<file path="src/rtl/msp430_wakeup_gate.sv">
// Wakeup combiner: synchronises and edge-detects NCH async requests into sticky
// pending flags, then drives one registered wakeup pulse with a minimum high time.
`timescale 1ns/1ps

module msp430_wakeup_gate #(
  parameter  int NCH         = 4,
  parameter  int SYNC_STAGES = 2,
  parameter  int HOLD_CYCLES = 4,
  localparam int ID_W        = (NCH == 1) ? 1 : $clog2(NCH)
) (
  input  logic            mclk,
  input  logic            reset_n,
  input  logic [NCH-1:0]  wkup_req,
  input  logic [NCH-1:0]  wkup_en,
  input  logic [NCH-1:0]  wkup_clr,
  output logic [NCH-1:0]  wkup_pend,
  output logic [ID_W-1:0] wkup_id,
  output logic            wkup_out
);

  localparam logic [7:0] HOLD_LOAD = 8'(HOLD_CYCLES - 1);

  typedef enum logic [1:0] {
    ST_IDLE = 2'b00,
    ST_HOLD = 2'b01,
    ST_WAIT = 2'b10
  } state_t;

  logic [SYNC_STAGES-1:0][NCH-1:0] sync_r;
  logic [NCH-1:0]                  sync_s;
  logic [NCH-1:0]                  prev_r;
  logic [NCH-1:0]                  rise_r;
  logic [NCH-1:0]                  pend_r;
  logic [NCH-1:0]                  qual_s;
  logic                            active_s;
  logic [ID_W-1:0]                 id_s;
  state_t                          state_r;
  state_t                          state_nxt_s;
  logic [7:0]                      cnt_r;
  logic [7:0]                      cnt_nxt_s;
  logic                            out_r;

  assign sync_s = sync_r[SYNC_STAGES-1];

  // Request synchroniser chain, edge history and registered rising-edge strobe
  always_ff @(posedge mclk or negedge reset_n) begin
    if (!reset_n) begin
      sync_r <= '0;
      prev_r <= '0;
      rise_r <= '0;
    end else begin
      sync_r <= {sync_r[SYNC_STAGES-2:0], wkup_req};
      prev_r <= sync_s;
      rise_r <= sync_s & ~prev_r;
    end
  end

  // Sticky pending flags; a coincident set beats the clear
  always_ff @(posedge mclk or negedge reset_n) begin
    if (!reset_n) begin
      pend_r <= '0;
    end else begin
      pend_r <= (pend_r & ~wkup_clr) | rise_r;
    end
  end

  assign qual_s   = pend_r & wkup_en;
  assign active_s = |qual_s;

  // Lowest qualified channel index; scanning downward lets the lowest one win
  always_comb begin
    id_s = '0;
    for (int i = NCH - 1; i >= 0; i--) begin
      id_s = qual_s[i] ? ID_W'(i) : id_s;
    end
  end

  // Next-state and hold-counter logic for the output pulse shaper
  always_comb begin
    state_nxt_s = state_r;
    cnt_nxt_s   = cnt_r;
    case (state_r)
      ST_IDLE: begin
        if (active_s) begin
          state_nxt_s = ST_HOLD;
          cnt_nxt_s   = HOLD_LOAD;
        end else begin
          cnt_nxt_s   = 8'd0;
        end
      end
      ST_HOLD: begin
        if (cnt_r != 8'd0) begin
          cnt_nxt_s   = cnt_r - 8'd1;
        end else if (active_s) begin
          state_nxt_s = ST_WAIT;
        end else begin
          state_nxt_s = ST_IDLE;
        end
      end
      ST_WAIT: begin
        if (!active_s) begin
          state_nxt_s = ST_IDLE;
        end else begin
          state_nxt_s = ST_WAIT;
        end
      end
      default: begin
        state_nxt_s = ST_IDLE;
        cnt_nxt_s   = 8'd0;
      end
    endcase
  end

  // State, counter and output flop; wkup_out is decoded ahead of the edge so it
  // comes directly from a register
  always_ff @(posedge mclk or negedge reset_n) begin
    if (!reset_n) begin
      state_r <= ST_IDLE;
      cnt_r   <= 8'd0;
      out_r   <= 1'b0;
    end else begin
      state_r <= state_nxt_s;
      cnt_r   <= cnt_nxt_s;
      out_r   <= (state_nxt_s != ST_IDLE);
    end
  end

  assign wkup_pend = pend_r;
  assign wkup_id   = id_s;
  assign wkup_out  = out_r;

endmodule

</file>
<file path="config.mk">
export PLATFORM = sky130hd
export DESIGN_NAME = msp430_wakeup_gate
export DESIGN_NICKNAME = d
export VERILOG_FILES = /design/src/rtl/msp430_wakeup_gate.sv
export SDC_FILE = /design/constraint.sdc
export NUM_CORES = 1
export LEC_CHECK = 0
export BUFFER_PORTS_ARGS = -buffer_cell sky130_fd_sc_hd__buf_2
export CAP_MARGIN = 20
export CORE_ASPECT_RATIO = 0.6
export CORE_MARGIN = 2
export CORE_UTILIZATION = 50
export DETAILED_ROUTE_END_ITERATION = 6
export GPL_ROUTABILITY_DRIVEN = 0
export PLACE_DENSITY_LB_ADDON = 0.1
export REMOVE_ABC_BUFFERS = 1
export SYNTH_ARGS = -nofsm -noshare
export SYNTH_HDL_FRONTEND = slang
export SYNTH_SLANG_ARGS = --single-unit
export TNS_END_PERCENT = 100
</file>
<file path="constraint.sdc">
create_clock -name mclk -period 2.1 [get_ports mclk]
set_clock_uncertainty 0.05 [all_clocks]
set_input_delay 0.315 -clock mclk [delete_from_list [all_inputs] [get_ports mclk]]
set_output_delay 0.315 -clock mclk [all_outputs]
set_load 0.03 [all_outputs]
</file>
* Word level (Yosys, flattened, before mapping) *
Cells that the tools add are included.

operators by class
  $add $sub $neg = 1
  equality and inequality tests = 3
  muxes and demuxes = 11
  bitwise gates (word level) = 7
  reductions and logical operators = 5

operators with widths
  cell                 count
  $pmux 8 s3           1
  $mux 2               8
  $and 4x4->4          3
  $mux 8               1
  $not 4->4            2
  $reduce_bool 8->1    1
  $sub 8x1->8 const B  1
  $pmux 2 s3           1
  $or 4x4->4           1
  $reduce_or 4->1      1
  $eq 2x1->1 const B   1
  $eq 2x2->1 const B   1
  $logic_not 2->1      1
  $ne 2x2->1 const B   1
  $reduce_and 2->1     1
  $reduce_bool 2->1    1
  $not 1->1            1

word-level totals
  register bits after elaboration = 31
  output and inout port bits = 7

* Depth between registers and ports, before layout *
  word-level depth = 6
  gate-level depth with buffers = 6

* Least setup slack after synthesis *
OpenSTA, ideal clock, no wires.

  path type = flip-flop to output port
  from = register pend_r[0] (netlist: wkup_pend[0])
  to = output wkup_id[1]
  data arrival time = 1.252 ns
  data required time = 1.735 ns
  path slack = 0.483 ns
  stages on the path, launching flop included = 3
  buffers on the path = 0
  path through = dfrtp_1 > a22o_1 > nor2b_1

between the ends
  longest elaborated chain between the ends = 2

ends and longest elaborated chain
  item                    line  source
  from (decl)             33    logic [NCH-1:0] pend_r;
  from (signal assigned)  63    pend_r <= (pend_r & ~wkup_clr) | rise_r;
  $and 4x4->4             67    assign qual_s = pend_r & wkup_en;
  $mux 2                  74    id_s = qual_s[i] ? ID_W'(i) : id_s;
  to (decl)               17    output logic [ID_W-1:0] wkup_id,

No other way between the ends.

* Worst setup path in the final report *
  from = register cnt_r[3]
  to = register cnt_r[7]

between the ends
  longest elaborated chain between the ends = 3

ends and longest elaborated chain
  item                                                     line    source
  from (decl)                                              39      logic [7:0] cnt_r;
  from (signal assigned)                                   123     cnt_r <= cnt_nxt_s;
  $sub 8x1->8 / $reduce_bool 8->1 (equally long branches)  93, 92
  $mux 8 / $ne 2x2->1 (equally long branches)              -
  $pmux 8 s3 / $reduce_and 2->1 (equally long branches)    -

Parallel ways exist; a longest one is shown, timed or not. The select of a mux whose other input is x is not followed.
A chain may end at the register's enable or synchronous reset.

==> results.py <==
metrics = {
    "routing": {
        "num_vias": 760,
        "wl_per_cell_um": 12.4,
        "drc": 0,
        "drt-total-wl_mm": 1.89,
        "drt_first_pass_iters": 4,
        "via_per_inst": 4.97,
        "ant_nets": 0,
        "drt_iter0_markers": 50,
    },
    "global_route": {
        "antenna_found_initial": 0,
        "grtUsageTotal": 0.169,
        "grt_max_degree": 32,
        "grt_pass1_wl_mm": 3.28,
        "grt_overflow": 0,
        "grt_pass1_vias": 749,
    },
    "timing": {
        "post-route-period-util": 0.808,
        "hold_violations": 0,
        "setup_viol": 0,
        "worst_slew_pin_slew_ns": 0.659,
        "worst_hold_slack_ns": 0.0145,
        "maxSlewViolCount": 0,
        "tns_ns": 0,
        "layout_min_cycle_time_ns": 1.70,
        "slew-limit-headroom": 0.560,
        "rsz0062_at_grt": "no",
        "max_freq_mhz": 589,
    },
    "yosys": {
        "yosysWarningCount": 0,
        "synth_area_leaders": "dfrtp_1 (64%), a21o_1 (3.7%), nor2b_1 (3.6%)",
        "synth_compound_area_frac": 0.153,
        "ys_types": 30,
        "netlist_area_um2": 1210,
        "synth_top_area_share": 0.639,
        "synth_edf_count": 0,
        "synth-main-ff-cell": "dfrtp_1",
        "synth_top_family_by_area": "compound AO/OA/AOI/OAI gates",
        "synth_fa_ha_area_frac": 0.0206,
        "synth_xor_area_frac": 0.0144,
        "syn_inst": 96,
        "synthMuxAreaShare": 0,
        "synth_simple_gate_area_frac": 0.142,
        "avgSynthCellArea_um2": 12.6,
        "ys_ff_latch": 31,
        "ys_seq_area_frac": 0.639,
        "yosys.area.top_type": "dfrtp_1",
        "async_flop_share": 1.00,
    },
    "clock_tree": {
        "cts_tree": "done",
        "post_cts_buffers": 0,
        "root_buffer": "clkbuf_8",
        "htreeDepth": 2,
        "cts.sinks": 31,
        "hold_buffers": 0,
        "clockBufferDepth": 2,
        "numCtsBuffers": 5,
        "cts_resized": 0,
        "path_clk_slew_ns": 0.06,
        "clock_latency_ns": 0.27,
    },
    "power_and_ir_drop": {
        "p_leak_nw": 0.703,
        "powerDensity_nw_per_um2": 1300,
        "peakVddDrop_v": 0.000522,
    },
    "die": {
        "initial_core_util": 0.545,
        "die_area_um2": 2850,
        "die_h_um": 42.2,
        "die_w_um": 67.6,
        "num_rows": 13,
        "core_area_um2": 2230,
        "io_pins": 21,
    },
    "final_layout": {
        "nFillCells": 171,
        "syn_to_final_growth_pct": 17.4,
        "fin_area_um2": 1430,
        "layout.nets": 138,
        "post-route-util": 0.640,
        "num_antenna_cells": 0,
        "drive_above_1_share": 0.252,
    },
    "worst_setup_path": {
        "path_buf_inv": 0,
        "critPathKind": "reg -> reg",
        "crit_chain": "nor4_4 > a31o_1 > o21ai_1 > a21o_1",
        "crit_family": "compound AO/OA/AOI/OAI gates",
        "slowest_delay_ns": 0.45,
        "critPathRequiredTime_ns": 2.22,
        "worstPathArrival_ns": 1.81,
        "cp-start-kind": "flip-flop",
        "cp-end-kind": "flip-flop",
        "slowest_stage": "dfrtp_1",
        "cp_max_fo": 10,
    },
    "place": {
        "numPortBuffers": 20,
        "place.detailed.hpwl_mm": 1.36,
        "place_area_um2": 1340,
    },
    "hold_path": {
        "hp-class": "in -> async",
    },
    "status": {
        "status": "complete, no violations",
    },
    "job": {
        "drv_cap": 0,
    },
}
-- final timing paths --
kind,slack (ns),startpoint,endpoint,cells past startpoint
max in group asynchronous,1.56,reset_n,sync_r[2],1
worst min register to register,0.30,sync_r[0],sync_s[0],0
min in group mclk,0.09,wkup_req[1],sync_r[1],1
worst max-delay path,0.40,cnt_r[3],cnt_r[7],4
worst min-delay path,0.01,reset_n,sync_r[3],1
worst max register to register,0.40,cnt_r[3],cnt_r[7],4
-- report_power, final --
group	internal (mW)	switching, mW	total (mW)
combinational	0.271	0.344	0.614
clock	0.231	0.202	0.433
sequential	0.707	0.0998	0.807
total	1.21	0.646	1.85
-- per-stage QoR --
| stage | std cells | setup WS, ns | total power [mW] |
|---|---|---|---|
| floorplan | 95 | 0.483 | 1.29 |
| global placement | 145 | 0.453 | 1.42 |
| detailed placement | 145 | 0.420 | 1.43 |
| CTS | 153 | 0.401 | 1.87 |
| global route | 153 | 0.257 | 2.00 |
| finish | 153 | 0.403 | 1.85 |
-- per-layer routing --
layer,vias to the layer above,share of wire,track usage
met5,-,0,0
met4,0,0.011,0.110
met3,2,0.050,0.0806
met2,13,0.43,0.227
met1,360,0.50,0.214
li1,385,-,-
-- worst register-to-register path, delay by kind of cell (launching register included) --
kind	cells	cell delay (ns)
compound gates	3	0.75
flops	1	0.45
simple gates	1	0.34
-- flip-flops by register name (all words and copies together), names as in the netlist --
| signal | count |
|---|---|
| wkup_pend | 4 |
| prev_r | 4 |
| rise_r | 4 |
| state_r | 2 |
| wkup_out | 1 |
| sync_s | 4 |
| cnt_r | 8 |
| sync_r | 4 |
-- cells in the final DEF, fill, tap and decap left out, types with 3 or more instances in the layout --
cell,n
dfrtp_1,31
nand2b_1,3
a21o_1,6
o21ai_0,3
inv_1,7
o21ai_1,3
buf_2,20
nor3_1,3
nor2_1,6
clkbuf_8,5
nor2b_1,7
-- final cells by class --
cell class                 instances  area [µm²]  area share
sequential                        31         776       0.544
multi-input combinational         57         400       0.281
timing repair buffer              20         100      0.0702
clock buffer                       6        72.6      0.0509
tap                               30        37.5      0.0263
inverter                           7        26.3      0.0184
clock inverter                     2        12.5     0.00878
-- cells in the mapped netlist, types with 2 or more instances --
master / number
nand2_1: 2
dfrtp_1: 31
o21ai_0: 3
ha_1: 2
o211ai_1: 2
a22o_1: 2
nand2b_1: 3
inv_1: 7
nor2_1: 6
o21a_1: 2
nor3_1: 3
xnor2_1: 2
nor2b_1: 7
o21ai_1: 3
a21o_1: 6
-- cells by family after synthesis --
| kind of cell | Yosys count |
|---|---|
| flip-flops | 31 |
| AND/OR/NAND/NOR | 28 |
| AO/OA/AOI/OAI | 25 |
| buffers and inverters | 8 |
| XOR/XNOR | 2 |
| adder cells (fa/ha/maj) | 2 |
Note: power is estimated with default switching activity, not from simulation.
